## src/rtl/prio_enc_disp_if.sv

```systemverilog
// Request/result bundle for prio_enc_disp: request controls in, registered
// result, change count and seven-segment patterns out.
interface prio_enc_disp_if #(
  parameter int unsigned N = 8
);
  localparam int unsigned W = $clog2(N);

  logic [N-1:0] data;
  logic         enable;
  logic         mode_low;
  logic         hold;
  logic [W-1:0] idx;
  logic         valid;
  logic [7:0]   change_cnt;
  logic [7:0]   seg_idx;
  logic [7:0]   seg_cnt_lo;
  logic [7:0]   seg_cnt_hi;

  modport master (
    output data, enable, mode_low, hold,
    input  idx, valid, change_cnt, seg_idx, seg_cnt_lo, seg_cnt_hi
  );

  modport slave (
    input  data, enable, mode_low, hold,
    output idx, valid, change_cnt, seg_idx, seg_cnt_lo, seg_cnt_hi
  );
endinterface

```

## src/rtl/prio_enc_disp.sv

```systemverilog
// Registered N-input priority encoder with selectable direction, hold, a
// result-change counter and active-low seven-segment decodes of the state.
module prio_enc_disp #(
  parameter int unsigned N = 8
) (
  input  logic             i_clk,
  input  logic             i_rst_n,
  prio_enc_disp_if.slave   bus
);
  localparam int unsigned W = $clog2(N);

  logic [W-1:0] r_idx;
  logic         r_valid;
  logic [7:0]   r_cnt;

  logic         w_nvalid;
  logic [W-1:0] w_nidx;
  logic         w_chg;
  logic [3:0]   w_idx4;

  function automatic logic [7:0] hex_seg(input logic [3:0] v);
    logic [7:0] s;
    case (v)
      4'h0: s = 8'h03;
      4'h1: s = 8'h9F;
      4'h2: s = 8'h25;
      4'h3: s = 8'h0D;
      4'h4: s = 8'h99;
      4'h5: s = 8'h49;
      4'h6: s = 8'h41;
      4'h7: s = 8'h1F;
      4'h8: s = 8'h01;
      4'h9: s = 8'h09;
      4'hA: s = 8'h11;
      4'hB: s = 8'hC1;
      4'hC: s = 8'h63;
      4'hD: s = 8'h85;
      4'hE: s = 8'h61;
      default: s = 8'h71;
    endcase
    return s;
  endfunction

  assign w_nvalid = bus.enable & (|bus.data);

  // The last match in scan order wins, so scan direction sets the priority.
  always_comb begin
    w_nidx = '0;
    if (bus.mode_low) begin
      for (int i = int'(N) - 1; i >= 0; i--) begin
        if (bus.data[i]) w_nidx = W'(i);
      end
    end else begin
      for (int i = 0; i < int'(N); i++) begin
        if (bus.data[i]) w_nidx = W'(i);
      end
    end
    if (!w_nvalid) w_nidx = '0;
  end

  assign w_chg = (w_nvalid != r_valid) | (w_nvalid & (w_nidx != r_idx));

  always_ff @(posedge i_clk) begin
    if (!i_rst_n) begin
      r_idx   <= '0;
      r_valid <= 1'b0;
      r_cnt   <= 8'd0;
    end else if (!bus.hold) begin
      r_idx   <= w_nidx;
      r_valid <= w_nvalid;
      if (w_chg) r_cnt <= r_cnt + 8'd1;
    end
  end

  assign w_idx4 = 4'(r_idx);

  assign bus.idx        = r_idx;
  assign bus.valid      = r_valid;
  assign bus.change_cnt = r_cnt;
  assign bus.seg_idx    = r_valid ? hex_seg(w_idx4) : 8'hFF;
  assign bus.seg_cnt_lo = hex_seg(r_cnt[3:0]);
  assign bus.seg_cnt_hi = hex_seg(r_cnt[7:4]);
endmodule

```

## src/flat_wrapper.sv

```systemverilog
// flat-port wrapper written by rule: the top's interface ports become plain ports
module prio_enc_disp_flat 
#(
  parameter int unsigned N = 8
)
  (i_clk, i_rst_n, bus_data, bus_enable, bus_mode_low, bus_hold, bus_idx, bus_valid, bus_change_cnt, bus_seg_idx, bus_seg_cnt_lo, bus_seg_cnt_hi);
  prio_enc_disp_if #(.N(N)) bus_i ();
  input  logic i_clk;
  input  logic i_rst_n;
  input wire logic [$bits(bus_i.data)-1:0] bus_data;
  input wire logic [$bits(bus_i.enable)-1:0] bus_enable;
  input wire logic [$bits(bus_i.mode_low)-1:0] bus_mode_low;
  input wire logic [$bits(bus_i.hold)-1:0] bus_hold;
  output wire logic [$bits(bus_i.idx)-1:0] bus_idx;
  output wire logic [$bits(bus_i.valid)-1:0] bus_valid;
  output wire logic [$bits(bus_i.change_cnt)-1:0] bus_change_cnt;
  output wire logic [$bits(bus_i.seg_idx)-1:0] bus_seg_idx;
  output wire logic [$bits(bus_i.seg_cnt_lo)-1:0] bus_seg_cnt_lo;
  output wire logic [$bits(bus_i.seg_cnt_hi)-1:0] bus_seg_cnt_hi;
  assign bus_i.data = bus_data;
  assign bus_i.enable = bus_enable;
  assign bus_i.mode_low = bus_mode_low;
  assign bus_i.hold = bus_hold;
  assign bus_idx = bus_i.idx;
  assign bus_valid = bus_i.valid;
  assign bus_change_cnt = bus_i.change_cnt;
  assign bus_seg_idx = bus_i.seg_idx;
  assign bus_seg_cnt_lo = bus_i.seg_cnt_lo;
  assign bus_seg_cnt_hi = bus_i.seg_cnt_hi;
  prio_enc_disp #(.N(N)) u_core (.i_clk(i_clk), .i_rst_n(i_rst_n), .bus(bus_i));
endmodule
```

## config.mk

```make
export PLATFORM = sky130hd
export DESIGN_NAME = prio_enc_disp_flat
export DESIGN_NICKNAME = d
export VERILOG_FILES = /design/src/rtl/prio_enc_disp_if.sv /design/src/rtl/prio_enc_disp.sv /design/src/flat_wrapper.sv
export SDC_FILE = /design/constraint.sdc
export NUM_CORES = 1
export LEC_CHECK = 0
export BUFFER_PORTS_ARGS = -buffer_cell sky130_fd_sc_hd__buf_4
export CAP_MARGIN = 20
export CORE_MARGIN = 4
export CORE_UTILIZATION = 43
export DETAILED_ROUTE_END_ITERATION = 10
export PLACE_DENSITY = 0.74
export SLEW_MARGIN = 20
export SYNTH_ARGS = -nofsm -noshare
export SYNTH_HDL_FRONTEND = slang
export SYNTH_SLANG_ARGS = --single-unit
export TNS_END_PERCENT = 50
```

## constraint.sdc

```tcl
create_clock -name i_clk -period 5.9 [get_ports i_clk]
set_input_delay 0.885 -clock i_clk [delete_from_list [all_inputs] [get_ports i_clk]]
set_output_delay 0.885 -clock i_clk [all_outputs]
set_load 0.005 [all_outputs]
```

* Yosys cells after proc, flatten, opt, wreduce, memory -nomap -nowiden *
Memory sizes are Yosys's and may differ from the RTL's. A register that Yosys moved wholly into a read port is not among the register bits.
Index checks and enable logic that the tools add are counted.
W data, S select, Z words.

word-level totals
  register bits after elaboration = 12
  ROM bits = 336
  input port bits = 13
  output and inout bits = 36
  logic and storage cells = 39
  memories = 3

cells by class
  add/subtract/negate cells = 1
  equality and inequality tests = 2
  mux-type cells = 24
  bitwise operators = 4
  reduce and logical (&&, ||, !) cells = 2

memory list
  name              words  bits a word  read ports  clocked after memory_dff  wr ports  RTL line             text
  (name not given)  16     7            1           1                         0         prio_enc_disp.sv:23  case (v)
  (name not given)  16     7            1           1                         0         prio_enc_disp.sv:23
  (name not given)  16     7            1           1                         0         prio_enc_disp.sv:23

operators by type and width
  kind                   count
  $mux W3                14
  $mux W4                6
  $add A8 B1 Y8 const B  1
  $mux W8                1
  $reduce_or A8 Y1       1
  $mux W2                2
  $ne A3 B3 Y1           1
  $and A1 B1 Y1          2
  $reduce_and A2 Y1      1
  $mux W1                1
  $ne A1 B1 Y1           1
  $not A1 Y1             1
  $or A1 B1 Y1           1

* Depth between registers and ports, before layout *
  word-level depth = 16
  depth in mapped cells = 15
  gate-level depth less buffers = 14

* Worst setup path after synthesis *
OpenSTA, ideal clock, no wires.

  kind = input to register
  from = in bus_data[3]
  to = reg, netlist name u_core.bus.seg_cnt_hi[2]
  setup time = 117 ps
  arrival time = 3,301 ps
  data required time = 5,783 ps
  path slack = 2,481 ps
  stages = 12
  buffers on the path = 0
  cells stage by stage = or2_1 -> and4b_1 -> a311o_1 -> a211oi_4 -> a31oi_4 -> nand4_1 -> xnor2_1 -> and2_1 -> inv_1 -> ha_1 -> mux2_1 -> o2bb2ai_1

between the ends
  cells in the longest elaborated chain, start to end = 13
  elaborated cells on any way between the ends = 20
  those cells by class = eq/ne (2); mux (13); bitwise (3); reduce/logical (2)

RTL lines
  item                                       RTL line             text
  from (decl)                                flat_wrapper.sv:10   input wire logic [$bits(bus_i.data)-1:0] bus_data;
  $mux W2                                    prio_enc_disp.sv:55  if (bus.data[i]) w_nidx = W'(i);
  $mux W3 (4 in a row)                       prio_enc_disp.sv:55
  $mux W3                                    prio_enc_disp.sv:49  if (bus.mode_low) begin
  $mux W3                                    prio_enc_disp.sv:58  if (!w_nvalid) w_nidx = '0;
  $ne A3 B3 Y1                               prio_enc_disp.sv:61  assign w_chg = (w_nvalid != r_valid) | (w_nvalid & (w_nidx != r_idx));
  $and A1 B1 Y1                              prio_enc_disp.sv:61
  $or A1 B1 Y1 (*)                           prio_enc_disp.sv:61
  $reduce_and A2 Y1 (no source line) (*)     n/a
  $mux W4 (no source line) (*) (2 in a row)  n/a

Every way passes the cells marked *; elsewhere a longest branch is shown, timed or not.
A chain may end at the register's enable or synchronous reset.

* Worst setup path in the final report *
  from = in bus_data[0]
  to = reg, netlist name u_core.bus.seg_cnt_hi[2]

between the ends
  cells in the longest elaborated chain, start to end = 9
  elaborated cells on any way between the ends = 12
  those cells by class = eq/ne (2); mux (5); bitwise (3); reduce/logical (2)

RTL lines
  item                                         RTL line
  $reduce_or A8 Y1 or $mux W3 (tied branches)  prio_enc_disp.sv:44, prio_enc_disp.sv:51
  $and A1 B1 Y1 or $mux W3 (tied branches)     prio_enc_disp.sv:44, prio_enc_disp.sv:49
  $mux W3                                      prio_enc_disp.sv:58
  $ne A3 B3 Y1                                 prio_enc_disp.sv:61
  $and A1 B1 Y1                                prio_enc_disp.sv:61
  $or A1 B1 Y1 (*)                             prio_enc_disp.sv:61
  $reduce_and A2 Y1 (no source line) (*)       n/a
  $mux W4 (no source line) (*) (2 in a row)    n/a

Marked as above.

==> summary.txt <==
Worst VDD drop = 0.116 mV
#FFs+latches synth = 33
chip width = 78.3 um
clock-pin slew on the worst setup and hold paths = 70 ps
global-route wire length before repair = 7000 um
critical-path cell with the highest stage delay = nor4_1
FF-to-FF Start = u_core.bus.idx[1]
DP HPWL = 3160 um
final wirelength = 4140 um
core area = 4750 um^2
Flop pwr share = 44.4%
WHS Path Cells = 2
ANT nets after route = 0
Slew headroom = 40.1%
Vias = 1708
Logic pwr share = 15.1%
DRC = 0
Post-Synth Adder-Cell Area = 10.6%
top-area cell type share of the netlist area = 31.1%
Synth Area in Compound Gates = 19.0%
number of DRC markers in iteration 0 = 52
CTS max path bufs = 2
ant diodes = 0
RD Place Congestion = 0.797
# setup viols final = 0
Post-synth EDFFs = 0
gr ovfl total = 0
Max Transition Viols Final = 0
Worst setup EP type = flip-flop
final worst setup slack = 2190 ps
H-Tree Depth = 2
worst hold endpoint = u_core.bus.change_cnt[1]
internal power = 0.412 mW
I/O Buffers = 45
largest area contributor in the netlist = dfxtp_1
WS Path Type = in2reg
min-delay src = u_core.bus.change_cnt[1]
share of layout cells above drive strength 1 = 25.3%
clk_lat worst skew = 280 ps
Max Cap Viol = 0
overall die height = 78.3 um
crit path cell chain = buf_4, nor4_1, a21boi_1, o31ai_1, o21ai_1, a31oi_4, nand4_1, xnor2_1, and2_1, inv_1, ha_1, mux2_1, o2bb2ai_1
Reg2Reg Depth = 11
main combinational cell family by area after synthesis = simple AND/OR/NAND/NOR gates
vias in the first global route = 1581
pwr/cell area = 207 nW/um^2
Initial Util = 44.6%
worst slew pin tran = 874 ps
CP max stage delay = 410 ps
r2r endpoint = u_core.bus.seg_cnt_hi[2]
fraction of registers with async set or reset after synthesis = 0%
outcome = finished clean
Worst Path Max Fanout = 9
clk root buf = clkbuf_8
Ys Warns = 0
simple-gate share of the synthesized area = 20.9%
XOR/XNOR share of the synthesized area = 2.48%
Clk network pwr share = 40.5%
Mapped Cells = 231
main area contributors after synthesis = dfxtp_1 31%, ha_1 11%, mux2i_1 5.2%
clk sinks = 33
Worst Path Required = 6070 ps
switching part of the total = 23.6%
mux cell area share after synthesis = 8.90%
GR Util All Layers = 13.9%
Pwr Total = 0.538 mW
Static Leak = 1.15 nW
Avg Inst Size Synth = 9.19 um^2
Post-layout nets = 303
Tcrit/Tclk final = 63.0%
placed cells = 332
buffer count from post-CTS setup fixing = 0
Tmin final = 3710 ps
mapped cell area = 2120 um^2
Max Clk Rate = 0.269 GHz
hold_buf cts = 0
Top FF cell, synth = dfxtp_1
FP Rows = 25
Pre-antenna DRT Iters = 4
TritonCTS Buffers = 5
largest net degree at the start of global routing = 33
Hold Violations, Final = 0
initial antenna violation count = 0
DIE AREA = 6120 um^2
Yosys cell types = 64
dpl ws = 1880 ps
final core occ = 54.7%
CP Data Arrival Time = 3890 ps
P_sw = 0.127 mW
Final Instance Count excl. Fillers = 340
Vias/cell = 5.02
reg2reg setup slack = 2890 ps
Clock Skew = 7.13 ps
most frequent cell after synthesis = dfxtp_1
CTS tree = yes
I/O pin cnt = 49
Setup TNS = 0 ps
routed len/inst = 12.2 um
Area Overhead vs Synth = 22.5%
Hold Path Class = reg2reg
register area share after synthesis = 31.1%
Resized cells post-CTS = 0
RSZ-0062 raised after global routing = false
top cells by count, synth = 33 x dfxtp_1, 19 x nand2_1, 18 x ha_1
critical path launch point type = input port
[through the flow]
step           hold slack [ps]  cell area (um^2)
6_report                   638              2600
5_1_grt                    702              2600
4_1_cts                    652              2590
3_5_place_dp               636              2470
3_3_place_gp               619              2470
2_1_floorplan              586              2130
[final cells by class]
class	count	area [um^2]
Fill cell	467	2160
Multi-Input combinational cell	169	1330
Sequential cell	33	661
Timing Repair Buffer	45	338
Clock buffer	7	86.3
Tap cell	67	83.8
Inverter	18	67.6
Clock inverter	1	30.0
[worst max-delay path: cells and delay by family]
| family | cells | cell delay, ps |
|---|---|---|
| AOI/OAI and AO/OA | 5 | 1080 |
| xor gates and xnor gates | 1 | 220 |
| adders and majority gates | 1 | 260 |
| buffers and inverters | 2 | 230 |
| muxes | 1 | 310 |
| and+or+nand+nor | 3 | 890 |
[kinds of logic after synthesis]
group	count (synthesis)
XOR/XNOR	6
buffers and inverters	31
AO/OA/AOI/OAI	49
multiplexers	16
adder cells (fa/ha/maj)	18
flip-flops	33
other	1
AND/OR/NAND/NOR	77
[cells in the final DEF (no fill, tap or decap), types with 3 or more instances in the layout]
master and n:
a31oi_1 3, nand2_1 19, buf_4 45, nand2b_1 12, o22ai_1 5, and2_1 6
nor3b_1 3, clkbuf_8 6, ha_1 18, and3_1 6, mux2i_1 11, nor2b_1 5
o21ai_0 6, dfxtp_1 33, a21oi_1 4, a32oi_1 3, inv_1 17, xor2_1 3
nor2_1 9, conb_1 3
[metal layers]
layer | up-vias | track usage [%] | wire, um
li1 | 887 | - | -
met5 | - | 0 | 0
met1 | 772 | 16.4 | 1800
met2 | 44 | 24.9 | 2060
met4 | 0 | 4.20 | 55
met3 | 5 | 3.33 | 218
[worst max path at each step]
| stage | startpoint | to | slack [ps] | cells after the start |
|---|---|---|---|---|
| after floorplan | bus_data[3] | u_core.bus.seg_cnt_hi[2] | 2480 | 12 |
| final | bus_data[0] | u_core.bus.seg_cnt_hi[2] | 2190 | 13 |
| after CTS | bus_data[0] | u_core.bus.seg_cnt_hi[2] | 2180 | 13 |
| after detailed placement | bus_data[0] | u_core.bus.seg_cnt_hi[2] | 1880 | 13 |
| after global placement | bus_data[0] | u_core.bus.seg_cnt_lo[6] | 2080 | 13 |
| after global routing | bus_data[0] | u_core.bus.seg_cnt_hi[2] | 1870 | 13 |
[power by group through the flow]
stage / logic, mW / registers [mW] / clock network (mW)
after CTS: 0.0821 / 0.239 / 0.223
after floorplan: 0.0521 / 0.243 / 0
after global placement: 0.0803 / 0.244 / 0
final: 0.0814 / 0.239 / 0.218
after detailed placement: 0.0817 / 0.244 / 0
after global routing: 0.0902 / 0.241 / 0.233
(Power assumes the default switching activity.)
